===== config.mk =====
export PLATFORM = sky130hd
export DESIGN_NAME = change_dispenser
export DESIGN_NICKNAME = d
export VERILOG_FILES = /design/src/rtl/change_dispenser.sv
export SDC_FILE = /design/constraint.sdc
export NUM_CORES = 1
export LEC_CHECK = 0
export ABC_AREA = 1
export BUFFER_PORTS_ARGS = -buffer_cell sky130_fd_sc_hd__buf_2
export CAP_MARGIN = 20
export CELL_PAD_IN_SITES_DETAIL_PLACEMENT = 0
export CELL_PAD_IN_SITES_GLOBAL_PLACEMENT = 1
export CORE_MARGIN = 4
export CORE_UTILIZATION = 44
export DETAILED_ROUTE_END_ITERATION = 7
export PLACE_DENSITY = 0.86
export SYNTH_ARGS = -nofsm -noshare
export SYNTH_HDL_FRONTEND = slang
export SYNTH_SLANG_ARGS = --single-unit

===== constraint.sdc =====
create_clock -name clk -period 2.9 [get_ports clk]
set_input_delay 0.87 -clock clk [delete_from_list [all_inputs] [get_ports clk]]
set_output_delay 0.87 -clock clk [all_outputs]
set_load 0.1 [all_outputs]

===== src/rtl/change_dispenser.sv =====
`default_nettype none
// change_dispenser: greedy largest-first coin ejector with a per-denomination bank inventory.
// Define DISPENSE_PRECHECK_EN to add a dry-run pass that refuses partial payouts.
module change_dispenser #(
  parameter int AMT_W      = 6,
  parameter int CNT_W      = 6,
  parameter int INIT_COUNT = 10
) (
  input  logic             clk,
  input  logic             reset,
  input  logic             change_req,
  input  logic [AMT_W-1:0] change_amt,
  output logic             coin_valid,
  output logic [4:0]       coin_out,
  input  logic             eject_ready,
  input  logic             deposit_valid,
  input  logic [4:0]       deposit_coin,
  output logic             busy,
  output logic             done,
  output logic             short,
  output logic [AMT_W-1:0] remainder,
  output logic [4:0]       inv_empty
);

  typedef enum logic [2:0] {
    S_IDLE     = 3'd0,
    S_SELECT   = 3'd1,
    S_EJECT    = 3'd2,
    S_DONE     = 3'd3,
    S_PRECHECK = 3'd4
  } state_t;

  localparam logic [CNT_W-1:0] c_cnt_max = '1;

  state_t           r_state, w_next;
  logic [AMT_W-1:0] r_rem;
  logic [4:0]       r_coin_out;
  logic [CNT_W-1:0] r_cnt [5];
  logic [4:0]       w_sel;
  logic [AMT_W-1:0] w_ej_val;
  logic [4:0]       w_inc;
  logic [4:0]       w_dec;

  // Coin values in nickels, indexed in coin_out bit order.
  function automatic logic [AMT_W-1:0] f_val(input int idx);
    case (idx)
      0:       f_val = AMT_W'(1);
      1:       f_val = AMT_W'(2);
      2:       f_val = AMT_W'(5);
      3:       f_val = AMT_W'(10);
      default: f_val = AMT_W'(20);
    endcase
  endfunction

  always_comb begin
    w_sel    = '0;
    w_ej_val = '0;
    for (int i = 0; i < 5; i++) begin
      if (f_val(i) <= r_rem && r_cnt[i] != '0) w_sel = 5'b00001 << i;
      if (r_coin_out[i]) w_ej_val = f_val(i);
    end
  end

  assign w_dec = (r_state == S_EJECT && eject_ready) ? r_coin_out : 5'b00000;
  assign w_inc = (deposit_valid && $onehot(deposit_coin)) ? deposit_coin : 5'b00000;

`ifdef DISPENSE_PRECHECK_EN
  logic [AMT_W-1:0] r_dry, w_dry_next, w_pc_val, w_q;
  logic [2:0]       r_pc_idx;
  logic [CNT_W-1:0] w_pc_cnt;
  logic [31:0]      w_n;

  always_comb begin
    w_pc_val = f_val(int'(r_pc_idx));
    case (r_pc_idx)
      3'd4:    begin w_q = r_dry / AMT_W'(20); w_pc_cnt = r_cnt[4]; end
      3'd3:    begin w_q = r_dry / AMT_W'(10); w_pc_cnt = r_cnt[3]; end
      3'd2:    begin w_q = r_dry / AMT_W'(5);  w_pc_cnt = r_cnt[2]; end
      3'd1:    begin w_q = r_dry >> 1;         w_pc_cnt = r_cnt[1]; end
      default: begin w_q = r_dry;              w_pc_cnt = r_cnt[0]; end
    endcase
    w_n        = (32'(w_q) < 32'(w_pc_cnt)) ? 32'(w_q) : 32'(w_pc_cnt);
    w_dry_next = r_dry - AMT_W'(w_n * 32'(w_pc_val));
  end
`endif

  always_comb begin
    w_next = r_state;
    case (r_state)
      S_IDLE: begin
        if (change_req) begin
          if (change_amt == '0) w_next = S_DONE;
`ifdef DISPENSE_PRECHECK_EN
          else w_next = S_PRECHECK;
`else
          else w_next = S_SELECT;
`endif
        end
      end
      S_SELECT: w_next = (w_sel != '0) ? S_EJECT : S_DONE;
      S_EJECT:  if (eject_ready) w_next = S_SELECT;
      S_DONE:   w_next = S_IDLE;
`ifdef DISPENSE_PRECHECK_EN
      S_PRECHECK: if (r_pc_idx == 3'd0) w_next = (w_dry_next != '0) ? S_DONE : S_SELECT;
`endif
      default:  w_next = S_IDLE;
    endcase
  end

  always_ff @(posedge clk or posedge reset) begin
    if (reset) begin
      r_state    <= S_IDLE;
      r_rem      <= '0;
      r_coin_out <= '0;
`ifdef DISPENSE_PRECHECK_EN
      r_dry      <= '0;
      r_pc_idx   <= '0;
`endif
    end else begin
      r_state <= w_next;
      case (r_state)
        S_IDLE: begin
          if (change_req) begin
            r_rem    <= change_amt;
`ifdef DISPENSE_PRECHECK_EN
            r_dry    <= change_amt;
            r_pc_idx <= 3'd4;
`endif
          end
        end
        S_SELECT: r_coin_out <= w_sel;
        S_EJECT: begin
          if (eject_ready) begin
            r_rem      <= (r_rem >= w_ej_val) ? r_rem - w_ej_val : '0;
            r_coin_out <= '0;
          end
        end
`ifdef DISPENSE_PRECHECK_EN
        S_PRECHECK: begin
          r_dry    <= w_dry_next;
          r_pc_idx <= r_pc_idx - 3'd1;
        end
`endif
        default: ;
      endcase
    end
  end

  // A same-cycle deposit and ejection of one denomination cancel out.
  always_ff @(posedge clk or posedge reset) begin
    if (reset) begin
      for (int i = 0; i < 5; i++) r_cnt[i] <= CNT_W'(INIT_COUNT);
    end else begin
      for (int i = 0; i < 5; i++) begin
        if (w_inc[i] && !w_dec[i] && r_cnt[i] != c_cnt_max) r_cnt[i] <= r_cnt[i] + CNT_W'(1);
        else if (w_dec[i] && !w_inc[i]) r_cnt[i] <= r_cnt[i] - CNT_W'(1);
      end
    end
  end

  always_comb begin
    inv_empty = '0;
    for (int i = 0; i < 5; i++) inv_empty[i] = (r_cnt[i] == '0);
  end

  assign coin_valid = (r_state == S_EJECT);
  assign coin_out   = r_coin_out;
  assign busy       = (r_state != S_IDLE);
  assign done       = (r_state == S_DONE);
  assign short      = done && (r_rem != '0);
  assign remainder  = done ? r_rem : '0;

endmodule
`default_nettype wire


==> reports/qor.yml <==
yosysSeqAreaShare: 0.316
fillcell_total: 671
syn_nets: 509
ir_drop_worst_vdd_mv: 0.669
cts.hold.buffers_added: 0
floorplan.rows: 32
timing.fmax_mhz: 286
power_density_nw_per_um2: 1170
fp.dieArea_um2: 9310
detail_route.vias_per_cell: 5.02
post_synth_inst_count: 459
post_synth_num_cell_types: 30
synth_warnings: 0
yosys_register_bits: 43
antenna_found_initial: 0
cts_tree: "yes"
setup-tns-final_ps: -11430
max_slew.worst_pin.slew_ps: 508
synth_area_leaders: "sky130_fd_sc_hd__dfrtp_1, sky130_fd_sc_hd__ha_1, sky130_fd_sc_hd__nand2_1"
design.core.area_um2: 7690
leading_cell_types_in_the_layout_fill_and_taps_excluded: "sky130_fd_sc_hd__nand2_1, sky130_fd_sc_hd__nor2_1, sky130_fd_sc_hd__inv_1"
synth_edf_count: 0
drive_above_1_share: 0.361
grt_pass1_vias: 3184
route.detailed.wl_per_inst_um: 13.7
htreeDepth: 2
critical_path_class: "primary input to flip-flop"
max-slew-margin-rel: 0.660
cts.sink_count: 43
finalClockSkew_ps: 10.1
grt_use_total: 0.204
hold_violations: 0
die_h_um: 96.5
clock-root-buffer: "sky130_fd_sc_hd__clkbuf_8"
grt_setup_unrepaired: "yes"
layout_worst_path_cycle_share: 1.20
min_path_type: "primary input to async pin"
portBuffers: 35
startpoint_type: "primary input"
yosysTopAreaCell: "sky130_fd_sc_hd__dfrtp_1"
boundaryPins: 36
layout_commonest_cell: "sky130_fd_sc_hd__nand2_1"
final_nets: 601
path_clk_slew_ps: 90
drt_pre_antenna_iters: 4
cts_made_buffers: 5
postLayoutSetupSlackWorst_ps: -592
postRouteAntennaNets: 0
hold-worst-slack_ps: 487
starting_density_of_the_core: 0.448
critical_path_peak_fanout: 8
flow.area_growth_from_synthesis_pct: 41.0
route.vias.total: 3280
post-route-cell-area_um2: 4860
drt_drc_violations_left: 0
dp_hpwl_um: 6690
pin_count_of_the_biggest_net_entering_global_routing: 26
critPathRequiredTime_ps: 3150
slew_violations: 0
syn_area_um2: 3450
critPathArrivalTime_ps: 3740
first_pass_grt_wire_length_um: 14900
routed_wl_um: 8950
maxCapViolations: 0
num_antenna_cells: 0
ys_async_sr_fraction: 1.00
total_leakage_power_nw: 2.31
gpl.final_weighted_congestion: 0.817
place_area_um2: 4290
netlist.area_leader.share: 0.240
violations: "setup timing"
syn_area_per_cell_um2: 7.51
clock_tree.buffer_depth: 2
clock_latency_on_the_worst_skew_pair_ps: 310
status: "complete, but fails checks"
floorplan.die.width_um: 96.5
drt-initial-drc-count: 124
final-setup-viol-count: 30
grt_remaining_overflow: 0
cp-end-kind: "flip-flop"
yosys_most_used_dff: "sky130_fd_sc_hd__dfrtp_1"
post_layout_min_period_ps: 3490
## sequential cells by signal (all words and copies together), names as in the netlist
name,flops
r_state,2
r_cnt,30
coin_out,5
r_rem,6
## timing repair
action                     4_1_cts  5_1_grt
pin swaps                       34       31
setup endpoints to repair       30       30
gates cloned                     0        0
buffers inserted                 6        5
resized for setup               45       34
## final timing paths
kind,from,to,slack (ps),depth (start not counted)
max in group asynchronous,reset,r_cnt[27],1720,4
min in group clk,r_cnt[19],r_cnt[19],530,2
min,reset,r_cnt[18],490,2
max reg2reg,coin_out[1],r_rem[4],630,12
max,deposit_coin[3],r_cnt[23],-590,18
min reg2reg,r_cnt[19],r_cnt[19],530,2
## kinds of logic (layout without fill, tap and decap cells)
family	Yosys count	count (layout)	synth area share
fa+ha+maj	34	34	0.141
buf+inv	68	161	0.0751
simple gates	215	215	0.285
compound gates	73	73	0.117
flops	43	43	0.316
xor+xnor	26	26	0.0661
## cell type report
type                            instances  area (um2)  area share
Clock inverter                          2        60.1      0.0124
Sequential cell                        43        1090       0.224
Timing Repair Buffer                   86         647       0.133
Tap cell                              102         128      0.0263
Multi-Input combinational cell        348        2610       0.536
Clock buffer                            6        72.6      0.0149
Inverter                               67         259      0.0533
## power breakdown
part	internal, W	total [W]	switching [W]
clock network	0.000345	0.000582	0.000237
logic	0.00158	0.00372	0.00214
registers	0.000938	0.00139	0.000456
## synthesized netlist by cell type, types with 2 or more instances
cell,n
sky130_fd_sc_hd__nor2_4,2
sky130_fd_sc_hd__o22ai_1,2
sky130_fd_sc_hd__inv_1,64
sky130_fd_sc_hd__a31oi_1,2
sky130_fd_sc_hd__dfrtp_1,33
sky130_fd_sc_hd__nand2_4,3
sky130_fd_sc_hd__nor3_1,2
sky130_fd_sc_hd__o21ai_2,6
sky130_fd_sc_hd__o211ai_1,4
sky130_fd_sc_hd__nand4_1,9
sky130_fd_sc_hd__inv_2,3
sky130_fd_sc_hd__a21oi_1,38
sky130_fd_sc_hd__o21ai_0,14
sky130_fd_sc_hd__ha_1,26
sky130_fd_sc_hd__nand2_2,4
sky130_fd_sc_hd__fa_1,8
sky130_fd_sc_hd__nor2_1,69
sky130_fd_sc_hd__nand3_1,31
sky130_fd_sc_hd__nand2_1,85
sky130_fd_sc_hd__or2_2,2
sky130_fd_sc_hd__o21ai_1,7
sky130_fd_sc_hd__nand3_2,4
sky130_fd_sc_hd__dfstp_2,10
sky130_fd_sc_hd__xor2_1,15
sky130_fd_sc_hd__xnor2_1,11
## worst max-delay path: stages
cell and delay [ps]:
sky130_fd_sc_hd__buf_6 70, sky130_fd_sc_hd__clkinvlp_4 80, sky130_fd_sc_hd__fa_1 490, sky130_fd_sc_hd__fa_2 350
sky130_fd_sc_hd__inv_2 70, sky130_fd_sc_hd__ha_4 190, sky130_fd_sc_hd__nor2_4 90, sky130_fd_sc_hd__nand3_4 180
sky130_fd_sc_hd__nor2_4 150, sky130_fd_sc_hd__nand3b_4 160, sky130_fd_sc_hd__ha_4 270, sky130_fd_sc_hd__a21oi_2 150
sky130_fd_sc_hd__o21ai_1 90, sky130_fd_sc_hd__a21oi_2 170, sky130_fd_sc_hd__nand2_1 110, sky130_fd_sc_hd__o21ai_1 100
sky130_fd_sc_hd__nand2_1 70, sky130_fd_sc_hd__nand2_1 70
## per-layer routing
layer	wire, um	global-route usage	vias up
met5	0	0	-
met4	101	0.0537	0
met3	308	0.0325	7
met2	4350	0.338	48
met1	4190	0.277	1550
li1	-	-	1675
## through the flow
stage	worst slack [ps]	power [W]	util	instances
finish	-592	0.00569	0.632	654
global route	-752	0.00619	0.632	654
CTS	-639	0.00539	0.606	649
detailed placement	-1040	0.00459	0.559	635
global placement	-962	0.00452	0.559	635
floorplan	-762	0.00380	-	459
Note: power is estimated with default switching activity, not from simulation.
